--- src/rtl/fetch_pkg.sv ---
// Shared types and constants for the SimpRisc fetch stage.
package fetch_pkg;

  typedef struct packed {
    logic [31:0] pc;
    logic [31:0] instr;
  } fetch_entry_t;

  localparam logic [31:0] INSTR_BYTES = 32'd4;
  localparam logic [31:0] NOP_INSTR   = 32'h0000_0000;

endpackage

--- src/rtl/fetch_if.sv ---
// Instruction-memory, redirect and decode handshake signals of the fetch stage.
interface fetch_if;

  logic [31:0] pc;
  logic [31:0] instruction;
  logic        redirect_valid;
  logic [31:0] redirect_pc;
  logic        dec_valid;
  logic        dec_ready;
  logic [31:0] dec_instr;
  logic [31:0] dec_pc;

  modport master (
    output pc,
    input  instruction,
    input  redirect_valid,
    input  redirect_pc,
    output dec_valid,
    input  dec_ready,
    output dec_instr,
    output dec_pc
  );

  modport slave (
    input  pc,
    output instruction,
    output redirect_valid,
    output redirect_pc,
    input  dec_valid,
    output dec_ready,
    input  dec_instr,
    input  dec_pc
  );

endinterface

--- src/rtl/fetch_fifo.sv ---
// Small instruction FIFO holding {pc, instr} pairs; flush empties it in one edge.
module fetch_fifo
  import fetch_pkg::*;
#(
  parameter int unsigned DEPTH = 2
) (
  input  logic         clk,
  input  logic         reset,
  input  logic         push,
  input  logic         pop,
  input  logic         flush,
  input  fetch_entry_t push_entry,
  output logic         full,
  output logic         empty,
  output fetch_entry_t head
);

  localparam int unsigned AW = $clog2(DEPTH);
  localparam logic [AW:0] PtrOne = {{AW{1'b0}}, 1'b1};

  fetch_entry_t mem [DEPTH];
  logic [AW:0]  wr_q;
  logic [AW:0]  rd_q;

  always_ff @(posedge clk) begin
    if (reset || flush) begin
      wr_q <= '0;
      rd_q <= '0;
    end else begin
      if (push) wr_q <= wr_q + PtrOne;
      if (pop)  rd_q <= rd_q + PtrOne;
    end
  end

  // Storage needs no reset: the pointers alone define what is valid.
  always_ff @(posedge clk) begin
    if (push) mem[wr_q[AW-1:0]] <= push_entry;
  end

  assign empty = (wr_q == rd_q);
  assign full  = (wr_q[AW] != rd_q[AW]) && (wr_q[AW-1:0] == rd_q[AW-1:0]);
  assign head  = empty ? '{pc: 32'h0, instr: NOP_INSTR} : mem[rd_q[AW-1:0]];

endmodule

--- src/rtl/fetch_unit.sv ---
// SimpRisc fetch stage: PC register, imem request, instruction FIFO and redirect flush.
// Optional FETCH_PERF_EN adds fetch_count / stall_count performance counters.
module fetch_unit
  import fetch_pkg::*;
#(
  parameter logic [31:0] RESET_PC   = 32'h0000_0000,
  parameter int unsigned FIFO_DEPTH = 2
) (
  input  logic        clk,
  input  logic        reset,
  fetch_if.master     bus
`ifdef FETCH_PERF_EN
  ,
  output logic [31:0] fetch_count,
  output logic [31:0] stall_count
`endif
);

  logic [31:0]  pc_q;
  logic [31:0]  pc_d;
  logic         push;
  logic         pop;
  logic         full;
  logic         empty;
  fetch_entry_t push_entry;
  fetch_entry_t head;

  assign pop        = bus.dec_valid && bus.dec_ready;
  assign push       = !bus.redirect_valid && (!full || pop);
  assign push_entry = '{pc: pc_q, instr: bus.instruction};

  always_comb begin
    pc_d = pc_q;
    if (bus.redirect_valid) begin
      pc_d = {bus.redirect_pc[31:2], 2'b00};
    end else if (push) begin
      pc_d = pc_q + INSTR_BYTES;
    end
  end

  always_ff @(posedge clk) begin
    if (reset) pc_q <= RESET_PC;
    else       pc_q <= pc_d;
  end

  // A popped head is still handed to decode even when the same edge flushes.
  fetch_fifo #(
    .DEPTH(FIFO_DEPTH)
  ) u_fifo (
    .clk       (clk),
    .reset     (reset),
    .push      (push),
    .pop       (pop),
    .flush     (bus.redirect_valid),
    .push_entry(push_entry),
    .full      (full),
    .empty     (empty),
    .head      (head)
  );

  assign bus.pc        = pc_q;
  assign bus.dec_valid = !empty;
  assign bus.dec_instr = head.instr;
  assign bus.dec_pc    = head.pc;

`ifdef FETCH_PERF_EN
  always_ff @(posedge clk) begin
    if (reset) begin
      fetch_count <= '0;
      stall_count <= '0;
    end else begin
      if (push) fetch_count <= fetch_count + 32'd1;
      if (bus.dec_valid && !bus.dec_ready) stall_count <= stall_count + 32'd1;
    end
  end
`endif

endmodule

--- src/flat_wrapper.sv ---
// flat-port wrapper written by rule: the top's interface ports become plain ports
module fetch_unit_flat import fetch_pkg::*;
#(
  parameter logic [31:0] RESET_PC   = 32'h0000_0000,
  parameter int unsigned FIFO_DEPTH = 2
)
  (clk, reset, bus_pc, bus_instruction, bus_redirect_valid, bus_redirect_pc, bus_dec_valid, bus_dec_ready, bus_dec_instr, bus_dec_pc);
  fetch_if bus_i ();
  input  logic clk;
  input  logic reset;
  output wire logic [$bits(bus_i.pc)-1:0] bus_pc;
  input wire logic [$bits(bus_i.instruction)-1:0] bus_instruction;
  input wire logic [$bits(bus_i.redirect_valid)-1:0] bus_redirect_valid;
  input wire logic [$bits(bus_i.redirect_pc)-1:0] bus_redirect_pc;
  output wire logic [$bits(bus_i.dec_valid)-1:0] bus_dec_valid;
  input wire logic [$bits(bus_i.dec_ready)-1:0] bus_dec_ready;
  output wire logic [$bits(bus_i.dec_instr)-1:0] bus_dec_instr;
  output wire logic [$bits(bus_i.dec_pc)-1:0] bus_dec_pc;
  assign bus_pc = bus_i.pc;
  assign bus_i.instruction = bus_instruction;
  assign bus_i.redirect_valid = bus_redirect_valid;
  assign bus_i.redirect_pc = bus_redirect_pc;
  assign bus_dec_valid = bus_i.dec_valid;
  assign bus_i.dec_ready = bus_dec_ready;
  assign bus_dec_instr = bus_i.dec_instr;
  assign bus_dec_pc = bus_i.dec_pc;
  fetch_unit #(.RESET_PC(RESET_PC), .FIFO_DEPTH(FIFO_DEPTH)) u_core (.clk(clk), .reset(reset), .bus(bus_i));
endmodule
--- config.mk ---
export PLATFORM = sky130hd
export DESIGN_NAME = fetch_unit_flat
export DESIGN_NICKNAME = d
export VERILOG_FILES = /design/src/rtl/fetch_pkg.sv /design/src/rtl/fetch_if.sv /design/src/rtl/fetch_fifo.sv /design/src/rtl/fetch_unit.sv /design/src/flat_wrapper.sv
export SDC_FILE = /design/constraint.sdc
export NUM_CORES = 1
export LEC_CHECK = 0
export ABC_AREA = 1
export CAP_MARGIN = 30
export CORE_MARGIN = 8
export CORE_UTILIZATION = 56
export DETAILED_ROUTE_END_ITERATION = 12
export PLACE_DENSITY = 0.95
export RECOVER_POWER = 25
export SYNTH_ARGS = -nofsm -noshare
export SYNTH_HDL_FRONTEND = slang
export SYNTH_HIERARCHICAL = 1
export SYNTH_SLANG_ARGS = --single-unit
--- constraint.sdc ---
create_clock -name clk -period 10.75 [get_ports clk]
set_clock_uncertainty 0.05 [all_clocks]
set_input_delay 1.075 -clock clk [delete_from_list [all_inputs] [get_ports clk]]
set_output_delay 1.075 -clock clk [all_outputs]
set_load 0.05 [all_outputs]
==> impl_metrics.env, run 1 <==
export IMPL_n_antenna_cell=0
export IMPL_viasPerCell=5.249
export IMPL_gr_usage_all_layers_pct=21.55
export IMPL_antenna_found_initial=0
export IMPL_fmax_ghz=0.2421
export IMPL_pwr_share_clk_pct=37.4
export IMPL_clk_latency_ns=0.42
export IMPL_multi_input_comb_area_mm2=0.002778
export IMPL_p_sw_mw=0.4105
export IMPL_setup_viol=0
export IMPL_endpoint_kind="output port"
export IMPL_dp_cells=1242
export IMPL_clk_pin_slew_worst_paths_ns=0.06
export IMPL_avgSynthCellArea_um2=8.892
export IMPL_ys_seq_area_share_pct=55.13
export IMPL_cts_buffers=17
export IMPL_internal_power_mw=1.136
export IMPL_stdcell_count=1273
export IMPL_wl_um=20000
export IMPL_core_region_area_mm2=0.01448
export IMPL_maxSlewViolCount=0
export IMPL_worstMarginPinSlew_ns=0.7998
export IMPL_dr_first_iter_drc_count=630
export IMPL_synthFlopType="edfxtp_1"
export IMPL_r2r_start="u_core/u_fifo/wr_q[0]"
export IMPL_rr_worst_depth=13
export IMPL_cts_resized=0
export IMPL_chipWidth_um=137.3
export IMPL_cp_data_arrival_time_ns=3.01
export IMPL_drive_gt1_share_pct=12.21
export IMPL_max_slew_margin_pct=46.68
export IMPL_syn_inst=927
export IMPL_leakagePower_nw=4.598
export IMPL_period_needed_ns=4.130
export IMPL_irDropWorstVdd_mv=0.1151
export IMPL_grt_pass1_wl_um=31750
export IMPL_grt_pass1_vias=6540
export IMPL_drtAntennaViolNets=0
export IMPL_start_kind="flop"
export IMPL_fin_tns_setup_ns=0
export IMPL_cts_hold_buf=0
export IMPL_cap_viol_max_count=0
export IMPL_grt_max_degree=87
export IMPL_cp_endpoint="bus_dec_pc[6]"
export IMPL_fin_util_pct=72.63
export IMPL_gp_congestion=0.9421
export IMPL_num_vias=6682
export IMPL_synth_cell_type_count=39
export IMPL_htreeDepth=4
export IMPL_crit_required_ns=9.63
export IMPL_rsz0062_at_grt="no"
export IMPL_cts_tree="built"
export IMPL_regArea_mm2=0.004548
export IMPL_wl_per_cell_um=15.71
export IMPL_io_pins=165
export IMPL_area_growth_syn_to_layout_pct=27.58
export IMPL_drc=0
export IMPL_ys_ff_latch=163
export IMPL_worstReg2RegEnd="u_core/u_fifo/mem[0][3]"
export IMPL_synthArstFlopShare_pct=0
export IMPL_die_area_mm2=0.01886
export IMPL_total_power_mw=1.546
export IMPL_post_route_period_util_pct=38.42
export IMPL_die_y_um=137.3
export IMPL_initial_core_util_pct=56.93
export IMPL_root_buffer="clkbuf_16"
export IMPL_cellPowerDensity_mw_per_mm2=147.0
export IMPL_port_buffers=160
export IMPL_sw_frac_of_total_pct=26.55
export IMPL_reg2reg_slack_ns=6.94
export IMPL_ctsLongestPathBuffers=2
export IMPL_pwr_share_comb_pct=14.9
export IMPL_post_cts_buffers=0
export IMPL_drt_pass1_iterations=6
export IMPL_synth_edff_count=128
export IMPL_n_fill_cell=998
export IMPL_cts_sinks=163
export IMPL_critPathMaxFanout=86
export IMPL_syn_area_mm2=0.008243
export IMPL_hold_path_class="flop to flop"
export IMPL_run_status="complete, no violations"
export IMPL_final_nets=1146
export IMPL_row_count=44
export IMPL_hpwl_um=13310
export IMPL_critical_path_class="flop to output port"
export IMPL_overflow=0
export IMPL_seq_power_share_pct=47.6
export IMPL_yosys_warnings=6
export IMPL_finalHoldViolCount=0
## worst max-delay path, stage by stage (launching register included)
cell and delay, ns:
dfxtp_4 0.61, buf_4 0.70, nand2_1 0.12, inv_1 0.10, nor2_1 0.06, a21oi_2 0.13
clkdlybuf4s50_1 0.82
## cells in the final DEF, fill, tap and decap left out, drive strengths merged
master / synthesis / routed
inv: 183 / 188
nand2: 186 / 186
nor2: 174 / 174
clkdlybuf4s50: 0 / 142
edfxtp: 128 / 128
a21oi: 85 / 85
dfxtp: 35 / 35
nand3: 34 / 34
clkbuf: 4 / 21
o21ai: 20 / 20
dlygate4sd3: 0 / 18
a31oi: 8 / 8
buf: 37 / 7
conb: 1 / 6
nand4: 5 / 5
a22o: 4 / 4
xnor2: 4 / 4
nor3: 4 / 4
clkinv: 0 / 4
xor2: 3 / 3
o21bai: 2 / 2
o211ai: 2 / 2
and2: 2 / 2
clkinvlp: 0 / 1
nor4: 1 / 1
o21a: 1 / 1
a211oi: 1 / 1
a22oi: 1 / 1
ha: 1 / 1
and3: 1 / 1
## synthesized netlist by cell type (all sizes together) (5+ instances only)
| cell type | n | share of area [%] |
|---|---|---|
| nand4 | 5 | 0.38 |
| nand3 | 34 | 2.3 |
| dfxtp | 35 | 8.5 |
| a21oi | 85 | 7.6 |
| buf | 37 | 3.2 |
| nor2 | 174 | 9.4 |
| nand2 | 186 | 9.0 |
| inv | 183 | 8.3 |
| a31oi | 8 | 0.61 |
| o21ai | 20 | 1.2 |
| edfxtp | 128 | 47 |
## cell families (layout without fill, tap and decap cells)
family,Yosys count,count (layout),synth area share (%)
other cells,1,6,0.04549
xor+xnor,7,7,0.7438
simple gates,407,407,21.75
buf+inv,224,381,11.67
compound gates,124,124,10.50
flops,163,163,55.13
fa+ha+maj,1,1,0.1518
## worst min-delay path by stage
stage	cells after the start	slack, ns	from	end
global route	2	0.49	u_core/u_fifo/wr_q[1]	u_core/u_fifo/wr_q[1]
global placement	2	0.44	u_core/u_fifo/wr_q[1]	u_core/u_fifo/wr_q[1]
detailed placement	2	0.45	u_core/u_fifo/wr_q[1]	u_core/u_fifo/wr_q[1]
CTS	2	0.46	u_core/u_fifo/rd_q[1]	u_core/u_fifo/rd_q[1]
finish	2	0.46	u_core/u_fifo/rd_q[1]	u_core/u_fifo/rd_q[1]
floorplan	2	0.43	u_core/u_fifo/rd_q[1]	u_core/u_fifo/rd_q[1]
## sequential cells by signal (all words and copies together) (netlist names), named ones only
name                cells
u_core/bus.pc          30
u_core/u_fifo/mem     128
u_core/u_fifo/rd_q      2
u_core/u_fifo/wr_q      2
## per-layer routing
layer	up-vias	global-route usage, %	share of wire [%]
li1	3198	-	-
met1	3097	24.84	39
met2	352	38.06	51
met3	35	5.945	8.4
met4	0	6.759	1.5
met5	-	0	0
## power groups by stage
stage	logic [mW]	registers, mW	clock network (mW)
after floorplan	0.129	0.766	0
after global placement	0.224	0.746	0
after detailed placement	0.231	0.749	0
after CTS	0.234	0.736	0.588
after global routing	0.248	0.739	0.614
final	0.231	0.736	0.579
## per-stage QoR
stage          cell area, um^2  setup slack (ns)  hold slack, ns
3_3_place_gp              9882             6.717          0.4384
3_5_place_dp              9937             6.800          0.4532
4_1_cts                  10520             6.571          0.4614
5_1_grt                  10520             6.402          0.4856
6_report                 10520             6.620          0.4614
2_1_floorplan             8262             5.820          0.4258
## layout make-up
| class | instances | area share [%] |
|---|---|---|
| flip-flops and latches | 163 | 43.25 |
| clock inverters | 10 | 0.6187 |
| repair buffers | 167 | 16.11 |
| clock buffers | 21 | 4.890 |
| multi-input cells | 545 | 26.41 |
| well taps | 184 | 2.189 |
| inverters | 183 | 6.532 |
Power figures use the tool's default switching activity.
==> run 2: changes to the inputs <==
--- a/config.mk
+++ b/config.mk
@@ -8,9 +8,9 @@
 export ABC_AREA = 1
 export CAP_MARGIN = 30
 export CORE_MARGIN = 8
-export CORE_UTILIZATION = 56
+export CORE_UTILIZATION = 47
 export DETAILED_ROUTE_END_ITERATION = 12
-export PLACE_DENSITY = 0.95
+export PLACE_DENSITY = 0.89
 export RECOVER_POWER = 25
 export SYNTH_ARGS = -nofsm -noshare
 export SYNTH_HDL_FRONTEND = slang
==> constraint.sdc (replaced) <==
create_clock -name clk -period 3.3 [get_ports clk]
set_clock_uncertainty 0.05 [all_clocks]
set_input_delay 0.33 -clock clk [delete_from_list [all_inputs] [get_ports clk]]
set_output_delay 0.33 -clock clk [all_outputs]
set_load 0.05 [all_outputs]
==> run 2 against run 1 <==
  * Clock power rose to 3.3 times the previous value
  * Power rose to 3.3 times the previous value
  * Hold slack worse by 0.020 ns
  * Core utilization down 11 points
  * Register-to-register slack worse by 6.3 ns
  * Routed wire length down 2.2%
  * Via count down 2.7%
  * Die area up 17%
  * Largest cell class unchanged
==> impl_metrics.env, run 2 (same netlist as run 1, synthesis figures left out) <==
export IMPL_cts_buffers=17
export IMPL_clk_pin_slew_worst_paths_ns=0.06
export IMPL_gr_usage_all_layers_pct=17.59
export IMPL_rsz0062_at_grt="no"
export IMPL_post_route_period_util_pct=91.86
export IMPL_setup_viol=0
export IMPL_period_needed_ns=3.031
export IMPL_initial_core_util_pct=47.82
export IMPL_start_kind="flop"
export IMPL_die_area_mm2=0.02203
export IMPL_num_vias=6500
export IMPL_pre_cts_ws_ns=0.6961
export IMPL_critical_path_class="flop to output port"
export IMPL_hpwl_um=13750
export IMPL_drive_gt1_share_pct=12.69
export IMPL_max_slew_margin_pct=60.36
export IMPL_critPathMaxFanout=42
export IMPL_run_status="complete, no violations"
export IMPL_dp_cells=1288
export IMPL_cellPowerDensity_mw_per_mm2=474.9
export IMPL_antenna_found_initial=0
export IMPL_max_stage_delay_ns=0.84
export IMPL_post_cts_buffers=0
export IMPL_layout_common_cells="inv_1, nand2_1, nor2_1"
export IMPL_endpoint_kind="output port"
export IMPL_worstMarginPinSlew_ns=0.5927
export IMPL_multi_input_comb_area_mm2=0.002778
export IMPL_largest_reg_flops=128
export IMPL_dr_first_iter_drc_count=423
export IMPL_gp_congestion=0.8792
export IMPL_root_buffer="clkbuf_16"
export IMPL_n_antenna_cell=0
export IMPL_drtAntennaViolNets=0
export IMPL_leakagePower_nw=4.620
export IMPL_cts_hold_buf=0
export IMPL_grt_pass1_vias=6274
export IMPL_wl_um=19550
export IMPL_cts_resized=0
export IMPL_io_pins=165
export IMPL_port_buffers=160
export IMPL_cp_slowest_cell="clkdlybuf4s50_1"
export IMPL_cap_viol_max_count=0
export IMPL_cts_sinks=163
export IMPL_n_fill_cell=1368
export IMPL_finalHoldViolCount=0
export IMPL_fin_tns_setup_ns=0
export IMPL_hold_path_class="input port to flop"
export IMPL_setup_ws_ns=0.2688
export IMPL_drt_pass1_iterations=5
export IMPL_overflow=0
export IMPL_viasPerCell=4.924
export IMPL_wl_per_cell_um=14.81
export IMPL_grt_pass1_wl_um=30710
export IMPL_clk_latency_ns=0.41
export IMPL_grt_max_degree=65
export IMPL_drc=0
export IMPL_cp_data_arrival_time_ns=2.65
export IMPL_maxSlewViolCount=0
export IMPL_stdcell_count=1320
export IMPL_fmax_ghz=0.3299
export IMPL_chipWidth_um=148.4
export IMPL_die_y_um=148.4
export IMPL_htreeDepth=4
export IMPL_crit_chain="buf_4, nand2_1, inv_1, nor2_1, a21oi_1, clkdlybuf4s50_1"
export IMPL_regArea_mm2=0.004548
export IMPL_crit_required_ns=2.92
export IMPL_area_growth_syn_to_layout_pct=28.82
export IMPL_core_region_area_mm2=0.01724
export IMPL_final_nets=1151
export IMPL_ctsLongestPathBuffers=2
export IMPL_row_count=48
export IMPL_cts_tree="built"
export IMPL_irDropWorstVdd_mv=0.3438
[run 2: changes by cell type in the layout (fill, tap and decap cells not counted), sizes merged]
| cell | delta |
|---|---|
| dlygate4sd3 | +14 |
| clkinv | +2 |
| bufinv | +1 |
| inv | -2 |
| clkdlybuf4s50 | -14 |
| buf | +5 |
[run 2: final timing paths]
path                    startpoint                       to  slack, ns  cells past startpoint
max                           flop         bus_dec_instr[1]       0.27                      6
max reg2reg  u_core/u_fifo/rd_q[1]  u_core/u_fifo/mem[1][3]       0.67                     12
min reg2reg  u_core/u_fifo/wr_q[1]    u_core/u_fifo/wr_q[1]       0.47                      2
min            bus_redirect_pc[14]        u_core/bus.pc[14]       0.44                      3
[run 2: power breakdown]
group / internal [mW] / switching, mW / total, mW
registers: 2.32 / 0.0719 / 2.40
clock network: 1.13 / 0.767 / 1.89
logic: 0.263 / 0.491 / 0.754
total: 3.71 / 1.33 / 5.04
[run 2: per-layer routing]
layer	track usage (%)	wire length (um)	vias to the layer above
met5	0	0	-
met3	4.284	1436	29
li1	-	-	3222
met4	6.935	297	0
met1	20.83	8144	3009
met2	30.14	9675	240
[run 2: stage by stage]
stage,instance area [um^2],utilization [%],hold WS [ns],power [mW]
after global routing,10620,61.61,0.4501,5.223
after global placement,10040,58.25,0.4428,3.178
after floorplan,8273,-,0.3789,2.915
after detailed placement,10040,58.25,0.4586,3.199
after CTS,10620,61.61,0.4221,5.092
final,10620,61.61,0.4417,5.042
[run 2: cell type report]
class / instances / area share, %
multi-input combinational: 545 / 26.16
tap: 225 / 2.651
sequential: 163 / 42.83
timing repair buffer: 172 / 16.40
inverter: 183 / 6.504
clock buffer: 21 / 4.536
clock inverter: 11 / 0.9191
[run 2: worst max-delay path, delay by kind of cell, from the launching register on]
kind / cells / cell delay (ns)
AND/OR/NAND/NOR: 2 / 0.13
flip-flops: 1 / 0.63
buffers and inverters: 3 / 1.29
AO/OA/AOI/OAI: 1 / 0.17
